===== src/rtl/spram_arb.sv =====
// Two-requester arbiter in front of one single-port RAM with byte write enables.
// Grant is combinational. A bounded burst counter stops one requester from starving the other.
module spram_arb #(
  parameter int unsigned RAM_AW    = 9,
  parameter int unsigned RAM_BS    = 16,
  parameter int unsigned RAM_WS    = 1,
  parameter int unsigned MAX_BURST = 4
) (
  input  logic                  usr_clk,
  input  logic                  usr_reset_n,
  input  logic                  req0_ce,
  input  logic [RAM_BS-1:0]     req0_we,
  input  logic [RAM_AW-1:0]     req0_a,
  input  logic [8*RAM_BS-1:0]   req0_d,
  output logic                  req0_gnt,
  output logic                  req0_qvalid,
  output logic [8*RAM_BS-1:0]   req0_q,
  input  logic                  req1_ce,
  input  logic [RAM_BS-1:0]     req1_we,
  input  logic [RAM_AW-1:0]     req1_a,
  input  logic [8*RAM_BS-1:0]   req1_d,
  output logic                  req1_gnt,
  output logic                  req1_qvalid,
  output logic [8*RAM_BS-1:0]   req1_q,
  output logic                  ram_cen,
  output logic [RAM_BS-1:0]     ram_wen,
  output logic [RAM_AW-1:0]     ram_a,
  output logic [8*RAM_BS-1:0]   ram_d,
  input  logic [8*RAM_BS-1:0]   ram_q
);

  localparam int unsigned CW = $clog2(MAX_BURST) + 1;

  typedef enum logic [1:0] {
    OWN_NONE = 2'd0,
    OWN_R0   = 2'd1,
    OWN_R1   = 2'd2
  } owner_t;

  if (RAM_WS < 1 || RAM_WS > 4) begin : g_bad_ws
    $error("spram_arb: RAM_WS must be in 1..4");
  end
  if (MAX_BURST < 1 || MAX_BURST > 16) begin : g_bad_burst
    $error("spram_arb: MAX_BURST must be in 1..16");
  end

  owner_t              r_owner;
  logic                r_last;
  logic [CW-1:0]       r_cnt;
  logic [RAM_WS-1:0]   r_pv;
  logic [RAM_WS-1:0]   r_pt;

  owner_t              w_owner_nxt;
  logic                w_last_nxt;
  logic [CW-1:0]       w_cnt_nxt;
  logic [CW-1:0]       w_cnt_inc;
  logic                w_cap;
  logic                w_gnt0;
  logic                w_gnt1;
  logic                w_rd_issue;

  // State register: arbitration state plus the {valid, owner} read-return pipeline.
  always_ff @(posedge usr_clk or negedge usr_reset_n) begin
    if (!usr_reset_n) begin
      r_owner <= OWN_NONE;
      r_last  <= 1'b1;
      r_cnt   <= '0;
      r_pv    <= '0;
      r_pt    <= '0;
    end else begin
      r_owner <= w_owner_nxt;
      r_last  <= w_last_nxt;
      r_cnt   <= w_cnt_nxt;
      for (int i = RAM_WS - 1; i > 0; i--) begin
        r_pv[i] <= r_pv[i-1];
        r_pt[i] <= r_pt[i-1];
      end
      r_pv[0] <= w_rd_issue;
      r_pt[0] <= w_gnt1;
    end
  end

  assign w_cap     = (r_cnt >= CW'(MAX_BURST));
  assign w_cnt_inc = w_cap ? r_cnt : r_cnt + CW'(1);

  // Next-state: pick the grant, then advance owner/last_served/burst count.
  always_comb begin
    w_gnt0      = 1'b0;
    w_gnt1      = 1'b0;
    w_owner_nxt = OWN_NONE;
    w_last_nxt  = r_last;
    w_cnt_nxt   = '0;
    if (req0_ce && req1_ce) begin
      unique case (r_owner)
        OWN_R0: begin
          w_gnt0 = !w_cap;
          w_gnt1 = w_cap;
        end
        OWN_R1: begin
          w_gnt1 = !w_cap;
          w_gnt0 = w_cap;
        end
        default: begin
          w_gnt0 = r_last;
          w_gnt1 = !r_last;
        end
      endcase
    end else begin
      w_gnt0 = req0_ce;
      w_gnt1 = req1_ce;
    end
    if (w_gnt0) begin
      w_owner_nxt = OWN_R0;
      w_last_nxt  = 1'b0;
      w_cnt_nxt   = (r_owner == OWN_R0) ? w_cnt_inc : CW'(1);
    end else if (w_gnt1) begin
      w_owner_nxt = OWN_R1;
      w_last_nxt  = 1'b1;
      w_cnt_nxt   = (r_owner == OWN_R1) ? w_cnt_inc : CW'(1);
    end
  end

  // Outputs: steer the granted requester onto the RAM port; idle port shows req0 values.
  always_comb begin
    req0_gnt   = w_gnt0;
    req1_gnt   = w_gnt1;
    ram_cen    = !(w_gnt0 || w_gnt1);
    ram_wen    = '1;
    ram_a      = req0_a;
    ram_d      = req0_d;
    w_rd_issue = 1'b0;
    if (w_gnt1) begin
      ram_a      = req1_a;
      ram_d      = req1_d;
      ram_wen    = ~req1_we;
      w_rd_issue = ~|req1_we;
    end else if (w_gnt0) begin
      ram_wen    = ~req0_we;
      w_rd_issue = ~|req0_we;
    end
  end

  assign req0_qvalid = r_pv[RAM_WS-1] && !r_pt[RAM_WS-1];
  assign req1_qvalid = r_pv[RAM_WS-1] &&  r_pt[RAM_WS-1];
  assign req0_q      = ram_q;
  assign req1_q      = ram_q;

endmodule


===== config.mk =====
export PLATFORM = sky130hd
export DESIGN_NAME = spram_arb
export DESIGN_NICKNAME = d
export VERILOG_FILES = /design/src/rtl/spram_arb.sv
export SDC_FILE = /design/constraint.sdc
export NUM_CORES = 1
export LEC_CHECK = 0
export CORE_AREA = 2 2 331 333
export DETAILED_ROUTE_END_ITERATION = 16
export DIE_AREA = 0 0 333 335
export PLACE_DENSITY = 0.3
export SLEW_MARGIN = 40
export SYNTH_ARGS = -nofsm -noshare
export SYNTH_HDL_FRONTEND = slang
export SYNTH_SLANG_ARGS = --single-unit

===== constraint.sdc =====
create_clock -name usr_clk -period 4.1 [get_ports usr_clk]
set_input_delay 0.82 -clock usr_clk [delete_from_list [all_inputs] [get_ports usr_clk]]
set_output_delay 0.82 -clock usr_clk [all_outputs]
set_load 0.05 [all_outputs]

# Word level (Yosys, flattened, before mapping)
# Cells that the tools add are included.
[classes]
addsub = 1
order_cmp = 1
eq_ne = 2
mux = 19
n_bitwise = 2
n_reduce_logical = 13
[op_table]
columns = ["op", "n"]
rows = [
  ["128-bit 2-to-1 mux", 1],
  ["16-bit 2-to-1 mux", 2],
  ["16-bit NOT", 2],
  ["16-bit OR reduction", 2],
  ["3-bit 2-to-1 mux", 5],
  ["9-bit 2-to-1 mux", 1],
  ["1-bit zero test", 6],
  ["1-bit 2-to-1 mux", 6],
  ["2-bit 2-to-1 mux", 2],
  ["1-bit case mux with 2 select lines", 2],
  ["3-bit by 1-bit adder with 3-bit output (second input constant)", 1],
  ["3-bit greater-or-equal comparator (second input constant)", 1],
  ["1-bit logical AND", 3],
  ["2-bit by 1-bit == test with 1-bit output (second input constant)", 1],
  ["2-bit == test (second input constant)", 1],
  ["2-bit nonzero test", 1],
  ["1-bit logical OR", 1],
]
[word_totals]
regBits = 8
input_bits = 438
wordCells = 43

# Depth between registers and ports, before layout
[depth]
ltp_word = 6
mapped_depth = 9

# Worst setup path after synthesis
# No wires, ideal clock.
[synth_path]
kind = "input port to output port"
from = "input port req0_ce"
to = "output port ram_a[0]"
arrival_ns = 2.421
required_ns = 3.280
path_slack_ns = 0.859
path_stages = 7
path_buffers = 2
cell_sequence = "nand2b_1 o311ai_4 inv_2 buf_2 buf_1 nand2_1 nand2_1"
[synth_via]
elab_chain_cells = 3
[synth_rtl]
columns = ["element", "line_no", "source"]
rows = [
  ["start, declared", "11", "input logic req0_ce,"],
  ["1-bit logical AND", "93", "if (req0_ce && req1_ce) begin"],
  ["1-bit 2-to-1 mux", "93", ""],
  ["via req1_gnt", "22", "output logic req1_gnt,"],
  ["9-bit 2-to-1 mux", "132", "if (w_gnt1) begin"],
  ["end, declared", "27", "output logic [RAM_AW-1:0] ram_a,"],
]
# The timed path passes the listed nets, and every way through them passes these cells.

# Final worst setup path
[layout_path]
from = "input port req0_ce"
to = "output port ram_d[66]"
[layout_via]
elab_chain_cells = 3
[layout_rtl]
columns = ["element", "line_no", "source"]
rows = [
  ["1-bit logical AND", "93", ""],
  ["1-bit 2-to-1 mux", "93", ""],
  ["128-bit 2-to-1 mux", "132", ""],
  ["end, declared", "28", "output logic [8*RAM_BS-1:0] ram_d,"],
]
# No other way between the ends.

==> impl_results.md <==
- Die area: 111600 µm²
- Hold WS: ~0.5 ns
- Largest delay share family, worst path: buffers and inverters
- Area Growth Syn to Fin: 116.0%
- Largest net degree at the start of global routing: 66
- Relative slew margins: 52.60%
- Layout Nets: 1454
- Die Width: 333 µm
- CP endpoint kind: primary output
- Actual slew at the worst max-slew pin: approximately 0.71 ns
- Finished Core Util: approximately 9%
- Yosys reg bits: 8
- Crit path capture: ram_d[66]
- Worst flop-to-flop path endpoint: r_last
- Longest Clk Path Bufs: 2
- Post-Synthesis Cells: slightly above 800
- Post-synth EDFFs: 0
- Wirelength per Cell: 22.92 µm
- Slowest stage delay, CP: 0.59 ns
- Layout cells sized above 1: a little under a fifth
- Critical Path, Cell by Cell: clkdlybuf4s50_1 > nand2b_1 > o311ai_4 > inv_6 > buf_4 > nand2_1 > nand2_1 > buf_12
- Port buffer count: 467
- Syn nets: 1254
- CTS buffer count: 3
- Final Max Slew Viols: 0
- Placed Area: 9673 µm²
- Clock Skews: 0.005139 ns
- Netlist cell types: 34
- Most frequent CP cell: nand2_1
- Synth cell count leaders: 443 x nand2_1, 261 x buf_4, 17 x a21o_1, 12 x clkbuf_1, 10 x buf_2
- Lkg Pwr: 4.104 nW
- IO Pins: 852
- CP Max Fanout: 44
- First-pass GRT wire length: 67830 µm
- Antenna violations before repair: 25
- Outcome: complete, no violations
- FF-to-FF path depth: 8
- Hold WC Path Type: flop to flop
- Core ar.: around 110000 µm²
- Clock root cell: clkbuf_16
- Setup slack after placement: 0.09611 ns
- DR pass1 iterations: 4
- Ys Warns: 0
- GRT Resource Usage Total: a little under a tenth
- Synthesized area: 4518 µm²
- Core Rows: approximately 120
- Final instance area: 9759 µm²
- Worst hold stages: 2
- Power per cell area: 462.7 nW/µm²
- Crit path launch: req0_ce
- Number of global-route vias before repair: 6104
- Yosys top cell area share: 43.37%
- Synth area leaders: buf_4 43%, nand2_1 37%, dfrtp_1 3.9%
- Synth async-reset ratio: 100.0%
- Leading area contributor after synthesis: buf_4
- Post-CTS setup buffer count: 0
- WL final: 55630 µm
- Critical path buffer and inverter count: 4
- Setup WS post-layout: around 0.16 ns
- R2R Setup Slk: around 1.8 ns
- Initial DRC Count: 183
- Critical path class: input pin to primary output
- DP Cell Count: 2420
- Clk_lat worst skew: 0.24 ns
- Gpl congestion: between 0.8 and 0.9
- Minimum clock period: 3.943 ns
- Initial core utilization: 4.180%
- Achievable Freq: ~250 MHz
- MaxCap Viol Count: 0
- Synth Flop Type: dfrtp_1
- Routed Antenna Nets: 0
- Vias/cell: 2.400
- Clk sinks: 8
- Hold Violations, Final: 0
- Die H: around 340 µm
- Filler Cell Count: 12690
- RSZ-0062 raised after global routing: no
- Top-count cell post-synth: nand2_1
- Final setup viols: 0
- Remaining DRCs: 0
- Critical path depth: 8
- Post-CTS sizing: 0
- CTS Hold Bufs: 0
- Register area share after synthesis: 4.459%
- H-Tree Depth: 1
- Peak VDD IR: slightly above 0.2 mV
- Crit path max-delay cell type: clkdlybuf4s50_1
- Total power: around 4.5 mW
- Worst r2r src: r_owner[0]
- CTS tree: yes
- Syn Area/Cell: 5.571 µm²
- Setup TNS: 0 ns
- Critical path launch point type: input pin
- Post-route clock period utilization: 96.17%
- Worst Path Required: 3.28 ns
- Via count: about 5800
- Post-DP HPWL: 51530 µm
- Reg clk slew, reported paths: about 0.040 ns
- Critical path data arrival time: 3.12 ns
- Gr ovfl total: 0
- Fin cells: between 2000 and 2500
state kept, by name, summed over array words and instances (netlist names):
signal   count
r_pt         1
r_last       1
r_pv         1
r_owner      2
r_cnt        3
power breakdown:
group	internal [mW]	total, mW	switching, mW
registers	0.105	0.123	0.0182
clock network	0.130	0.177	0.0467
logic	1.63	4.21	2.59
how the worst min path moves through the flow:
stage	start	end	slack (ns)
3_3_place_gp	r_last	r_last	0.50
2_1_floorplan	r_last	r_last	0.48
6_report	r_last	r_last	0.51
5_1_grt	r_last	r_last	0.55
4_1_cts	r_last	r_last	0.51
3_5_place_dp	r_last	r_last	0.51
cell type report:
type | instances | area, µm² | area share (%)
multi-input cells | 504 | 2161 | 22.14
diodes | 3 | 7.507 | 0.07692
clock buffers | 4 | 78.83 | 0.8077
well taps | 1414 | 1769 | 18.13
inverters | 7 | 31.28 | 0.3205
repair buffers | 487 | 5510 | 56.46
flip-flops and latches | 8 | 201.4 | 2.064
per-layer routing:
metal | wire length [µm] | GRT usage (%) | up-vias
met4 | 969 | 0.9242 | 6
met3 | 10290 | 7.558 | 62
li1 | - | - | 2605
met5 | 34 | 0 | -
met1 | 19040 | 9.326 | 2438
met2 | 25300 | 15.61 | 715
kinds of logic after synthesis:
kind of cell             share of synthesized area, %
AO/OA/AOI/OAI                                   4.570
XOR/XNOR                                       0.1939
adder cells (fa/ha/maj)                         1.385
buffers and inverters                           48.13
flip-flops                                      4.459
multiplexers                                   0.7200
AND/OR/NAND/NOR                                 40.54
worst register-to-register path: stages, from the launching register on:
cell and delay [ns]:
dfrtp_1 0.35, inv_1 0.07, ha_1 0.33, nand2b_1 0.23, o311ai_4 0.48, inv_6 0.24
buf_12 0.33, nor2_1 0.18, nor2_1 0.05
cell usage in the layout (no fill, tap or decap), types with 2 or more instances in the layout:
cell type | synthesis | routed
buf_4 | 261 | 90
inv_1 | 6 | 6
ha_1 | 5 | 5
diode_2 | 0 | 3
nor4_1 | 8 | 5
a21oi_1 | 2 | 2
nand2b_1 | 2 | 2
nand2_1 | 443 | 443
dfrtp_1 | 7 | 7
clkbuf_16 | 0 | 3
nor2b_1 | 3 | 3
a21o_1 | 17 | 17
mux2_2 | 2 | 2
buf_12 | 0 | 86
nor2_1 | 4 | 4
nor4_2 | 0 | 3
nand3b_1 | 2 | 2
clkdlybuf4s50_1 | 0 | 311
nand4_1 | 2 | 2
Power figures use the tool's default switching activity.
